File: src/rtl/mac_pkg.sv
// Shared definitions for the MAC sequencer: FSM state encoding and datapath constants.
package mac_pkg;

    typedef enum logic [2:0] {
        ST_INIT,
        ST_IDLE,
        ST_FETCH,
        ST_TAIL,
        ST_FLUSH,
        ST_DRAIN,
        ST_DONE
    } state_e;

    localparam int KERNEL_SIZE_DEFAULT = 7 * 7;
    localparam int PSUM_WIDTH          = 32;
    localparam int INIT_CYCLES         = 3;

endpackage

File: src/rtl/mac_seq_ctrl.sv
// Sequencer that streams one kernel of scratchpad operands into a pipelined MAC and returns the sum.
// Optional feature: define MAC_SEQ_CTRL_RELU_EN to clamp negative results to zero at capture.
module mac_seq_ctrl
    import mac_pkg::*;
#(
    parameter int DATA_BITWIDTH = 8,
    parameter int KERNEL_SIZE   = KERNEL_SIZE_DEFAULT,
    parameter int ADDR_BITWIDTH = 6
) (
    input  logic                     clk,
    input  logic                     rst,
    input  logic                     start,
    output logic                     start_ready,
    input  logic [ADDR_BITWIDTH-1:0] base_addr,
    output logic                     spad_ren,
    output logic [ADDR_BITWIDTH-1:0] spad_raddr,
    input  logic [DATA_BITWIDTH-1:0] spad_iact,
    input  logic [DATA_BITWIDTH-1:0] spad_wght,
    output logic                     en_MAC_din,
    output logic                     en_MAC_dout,
    output logic [DATA_BITWIDTH-1:0] mac_iact,
    output logic [DATA_BITWIDTH-1:0] mac_wght,
    input  logic [PSUM_WIDTH-1:0]    mac_dout,
    output logic                     out_valid,
    input  logic                     out_ready,
    output logic [PSUM_WIDTH-1:0]    out_data,
    output logic                     busy
);

    localparam logic [ADDR_BITWIDTH-1:0] K_LAST    = ADDR_BITWIDTH'(KERNEL_SIZE - 1);
    localparam logic [1:0]               INIT_LAST = 2'(INIT_CYCLES - 1);

    state_e                     state_q, state_d;
    logic [1:0]                 cnt_q, cnt_d;
    logic [ADDR_BITWIDTH-1:0]   k_q, k_d;
    logic [ADDR_BITWIDTH-1:0]   spad_raddr_q, spad_raddr_d;
    logic                       spad_ren_q, spad_ren_d;
    logic                       data_beat_q, data_beat_d;
    logic                       en_din_q, en_din_d;
    logic                       en_dout_q, en_dout_d;
    logic                       start_ready_q, start_ready_d;
    logic                       busy_q, busy_d;
    logic                       out_valid_q, out_valid_d;
    logic [PSUM_WIDTH-1:0]      out_data_q, out_data_d;
    logic [PSUM_WIDTH-1:0]      capture_value;
    logic                       init_strobe;

    always_comb begin
`ifdef MAC_SEQ_CTRL_RELU_EN
        capture_value = mac_dout[PSUM_WIDTH-1] ? '0 : mac_dout;
`else
        capture_value = mac_dout;
`endif
    end

    always_comb begin
        state_d      = state_q;
        cnt_d        = cnt_q;
        k_d          = k_q;
        spad_raddr_d = spad_raddr_q;
        out_data_d   = out_data_q;
        init_strobe  = 1'b0;

        case (state_q)
            ST_INIT: begin
                // First INIT cycle pushes zero operands with dout enabled, wiping any stale psum.
                init_strobe = (cnt_q == 2'd0);
                if (cnt_q == INIT_LAST) begin
                    state_d = ST_IDLE;
                    cnt_d   = 2'd0;
                end else begin
                    cnt_d = cnt_q + 2'd1;
                end
            end
            ST_IDLE: begin
                if (start) begin
                    state_d      = ST_FETCH;
                    k_d          = '0;
                    spad_raddr_d = base_addr;
                end
            end
            ST_FETCH: begin
                if (k_q == K_LAST) begin
                    state_d = ST_TAIL;
                end else begin
                    k_d          = k_q + ADDR_BITWIDTH'(1);
                    spad_raddr_d = spad_raddr_q + ADDR_BITWIDTH'(1);
                end
            end
            ST_TAIL:  state_d = ST_FLUSH;
            ST_FLUSH: begin
                state_d = ST_DRAIN;
                cnt_d   = 2'd0;
            end
            ST_DRAIN: begin
                if (cnt_q == 2'd1) begin
                    state_d    = ST_DONE;
                    cnt_d      = 2'd0;
                    out_data_d = capture_value;
                end else begin
                    cnt_d = cnt_q + 2'd1;
                end
            end
            ST_DONE: begin
                if (out_ready) state_d = ST_IDLE;
            end
            default:  state_d = ST_INIT;
        endcase

        // Outputs are decoded from the next state so each registered strobe lines up with its state.
        spad_ren_d    = (state_d == ST_FETCH);
        data_beat_d   = spad_ren_q;
        en_din_d      = spad_ren_q || (state_d == ST_FLUSH) || init_strobe;
        en_dout_d     = (state_d == ST_FLUSH) || init_strobe;
        start_ready_d = (state_d == ST_IDLE);
        busy_d        = (state_d != ST_IDLE);
        out_valid_d   = (state_d == ST_DONE);
    end

    always_ff @(posedge clk) begin
        if (rst) begin
            state_q       <= ST_INIT;
            cnt_q         <= 2'd0;
            k_q           <= '0;
            spad_raddr_q  <= '0;
            spad_ren_q    <= 1'b0;
            data_beat_q   <= 1'b0;
            en_din_q      <= 1'b0;
            en_dout_q     <= 1'b0;
            start_ready_q <= 1'b0;
            busy_q        <= 1'b1;
            out_valid_q   <= 1'b0;
            out_data_q    <= '0;
        end else begin
            state_q       <= state_d;
            cnt_q         <= cnt_d;
            k_q           <= k_d;
            spad_raddr_q  <= spad_raddr_d;
            spad_ren_q    <= spad_ren_d;
            data_beat_q   <= data_beat_d;
            en_din_q      <= en_din_d;
            en_dout_q     <= en_dout_d;
            start_ready_q <= start_ready_d;
            busy_q        <= busy_d;
            out_valid_q   <= out_valid_d;
            out_data_q    <= out_data_d;
        end
    end

    // Operands are zero outside data beats, so flush and INIT beats feed zeros into the MAC.
    assign mac_iact    = data_beat_q ? spad_iact : '0;
    assign mac_wght    = data_beat_q ? spad_wght : '0;
    assign spad_ren    = spad_ren_q;
    assign spad_raddr  = spad_raddr_q;
    assign en_MAC_din  = en_din_q;
    assign en_MAC_dout = en_dout_q;
    assign start_ready = start_ready_q;
    assign busy        = busy_q;
    assign out_valid   = out_valid_q;
    assign out_data    = out_data_q;

endmodule

File: config.mk
export PLATFORM = sky130hd
export DESIGN_NAME = mac_seq_ctrl
export DESIGN_NICKNAME = d
export VERILOG_FILES = /design/src/rtl/mac_pkg.sv /design/src/rtl/mac_seq_ctrl.sv
export SDC_FILE = /design/constraint.sdc
export NUM_CORES = 1
export LEC_CHECK = 0
export CORE_MARGIN = 2
export CORE_UTILIZATION = 41
export CTS_CLUSTER_DIAMETER = 120
export DETAILED_ROUTE_END_ITERATION = 16
export PLACE_DENSITY_LB_ADDON = 0.25
export REMOVE_ABC_BUFFERS = 1
export SLEW_MARGIN = 30
export SYNTH_ARGS = -nofsm -noshare
export SYNTH_HDL_FRONTEND = slang
export SYNTH_SLANG_ARGS = --single-unit
File: constraint.sdc
create_clock -name clk -period 2.05 [get_ports clk]
set_input_delay 0.3075 -clock clk [delete_from_list [all_inputs] [get_ports clk]]
set_output_delay 0.3075 -clock clk [all_outputs]
set_load 0.01 [all_outputs]
==> metrics.cfg <==
[placed_design]
place_congestion = 0.764
place_ws_ps = 208
dp_cells = 489
io_buffer_count = 117
place_area_sq_um = 3700
hpwl_mm = 4.54

[synth]
synthXorXnorAreaFrac = 0
ys.flop_type = dfxtp_1
synth_area_sq_um = 2450
synth_cells = 310
yosys.area.top_type = dfxtp_1
yosys-top-cells-area = dfxtp_1 46%, nand2_1 12%, a21oi_1 9.4%
synth_edf_count = 0
synth_warnings = 0
ys_top_cells_by_count = 80 x nand2_1, 56 x dfxtp_1, 46 x a21oi_1
synth-adder-area-share = 0.0153
synth_top_family_by_area = simple AND/OR/NAND/NOR gates
yosysMostFrequentCell = nand2_1
synth.distinct_cells = 46
synthSimpleGateAreaFrac = 0.278
synth_top_cell_area_share = 0.458
ys_ff_latch = 56
synth.area.mux_share = 0.0123
async_reset_ff_frac = 0
synth_compound_area_frac = 0.189
avgSynthCellArea_sq_um = 7.89
seq_area_frac_synth = 0.458

[die]
ios = 118
core_area_sq_um = 5850
start_util = 0.418
die_area_sq_um = 6600
row_count = 28
die_h_um = 81.2
die_w_um = 81.2

[worst_setup_path]
path_class = flop to primary output
cp_data_arrival_time_ps = 1540
crit_path_end = mac_iact[3]
critPathLaunchType = flop
end_kind = primary output
rr_startpoint = state_q[0]$_SDFF_PP0_
r2r_cells = 4
r2r_slack_ps = 280
critPathMaxFanout = 16
startpoint = data_beat_q$_SDFF_PP0_
reg2reg_to = busy$_SDFF_PP1_
required_ps = 1740

[cts]
postCtsSetupBuffers = 0
insertion_delay_ps = 310
ctsResizeCount = 0
numCtsBuffers = 5
cts.sinks = 56
htreeDepth = 2
clkSlewWorstSetupHoldPaths_ps = 100
clock-root-buffer = clkbuf_8
ctsHoldBuffers = 0
cts_buffer_depth = 2
cts_tree = built

[final_layout]
final_util = 0.652
nFillCells = 500
syn_to_final_growth_pct = 55.9
finalNetCount = 482
drive_gt1_frac = 0.0569
fin_area_sq_um = 3810
diodes = 0
final_cells = 497

[drt]
drc = 0
antenna_left = 0
dr.pass1.iters = 4
wl_per_cell_um = 12.6
vias = 2483
vias_per_cell = 5.00
routed_wl_mm = 6.28
drt_iter0_drc = 190

[grt]
antenna_found_initial = 0
grtUsageTotal = 0.189
grt_pass1_vias = 2186
grt_max_degree = 34
overflow = 0
grt_pass1_wl_mm = 9.78

[run]
maxCapViolCount = 0

[sta]
max_freq_ghz = 0.541
tightest_slew_ps = 557
drv_slew = 0
postLayoutSetupSlackWorst_ps = 203
setup-violations-final = 0
finalCritPeriodShare = 0.901
holdWs_ps = 457
skew_ps = 10.7
finalHoldViolCount = 0
slew_headroom = 0.628
setup_tns_ps = 0
rsz0062_at_grt = false
min_period_ps = 1850

[power]
peakVddDrop_mv = 0.341
power.density_nw_per_um2 = 671
p_leak_nw = 1.34
power_mw = 2.56

[worst_hold_path]
hold_path.class = flop to flop

[status]
status = finished clean

==> report_power, final <==
part | leakage (nW) | internal [mW] | switching [mW] | total [mW]
Clock | 0.0558 | 0.370 | 0.356 | 0.726
Sequential | 0.453 | 1.16 | 0.0797 | 1.24
Combinational | 0.833 | 0.352 | 0.242 | 0.593
Total | 1.34 | 1.88 | 0.678 | 2.56
==> critical path, stage by stage (launching register included) <==
cell,delay [ps]
dfxtp_1,520
and2_1,180
clkdlybuf4s50_1,540
==> cell type report <==
| cell class | count | area, sq um | area share |
|---|---|---|---|
| clock inverters | 2 | 38.8 | 0.0102 |
| multi-input cells | 225 | 1210 | 0.319 |
| inverters | 7 | 26.3 | 0.00689 |
| clock buffers | 6 | 72.6 | 0.0190 |
| well taps | 75 | 93.8 | 0.0246 |
| repair buffers | 126 | 1250 | 0.327 |
| flip-flops and latches | 56 | 1120 | 0.294 |
==> layer usage <==
metal | up-vias | wire [um] | track usage
li1 | 1274 | - | -
met1 | 1109 | 2610 | 0.219
met2 | 92 | 3090 | 0.334
met3 | 8 | 485 | 0.0511
met4 | 0 | 100 | 0.0644
met5 | - | 0 | 0
==> layout by cell type (no fill, tap or decap), drive strengths merged, types with 6 or more instances in the layout <==
cell,netlist,final
clkdlybuf4s50,0,116
nand2,80,80
dfxtp,56,56
a21oi,46,46
and2,18,18
buf,7,10
nor3,9,9
inv,7,8
o21ai,7,7
nor2,6,6
clkbuf,15,6
==> sequential cells by signal, summed over array words and instances, names as in the netlist <==
signal       cells
out_data        32
k_q              6
spad_raddr       6
state_q          3
cnt_q            2
busy             1
data_beat_q      1
en_MAC_din       1
en_MAC_dout      1
out_valid        1
spad_ren         1
start_ready      1
==> worst min path at each step <==
| stage | cells past startpoint | from | slack, ps | to |
|---|---|---|---|---|
| after floorplan | 1 | rst | 380 | cnt_q[0]$_SDFFE_PP0P_ |
| after global placement | 2 | out_data[16]$_SDFFE_PP0P_ | 440 | out_data[16]$_SDFFE_PP0P_ |
| after detailed placement | 2 | out_data[1]$_SDFFE_PP0P_ | 450 | out_data[1]$_SDFFE_PP0P_ |
| after CTS | 2 | rst | 450 | state_q[2]$_SDFF_PP0_ |
| after global routing | 2 | rst | 460 | state_q[2]$_SDFF_PP0_ |
| final | 2 | out_data[23]$_SDFFE_PP0P_ | 460 | out_data[23]$_SDFFE_PP0P_ |
==> kinds of logic (layout without fill, tap and decap cells) <==
| kind of cell | Yosys count | count (layout) |
|---|---|---|
| simple gates | 142 | 142 |
| compound gates | 77 | 77 |
| flops | 56 | 56 |
| buf+inv | 29 | 141 |
| fa+ha+maj | 3 | 3 |
| mux | 3 | 3 |
No activity file was read; power rests on OpenSTA's default activity.
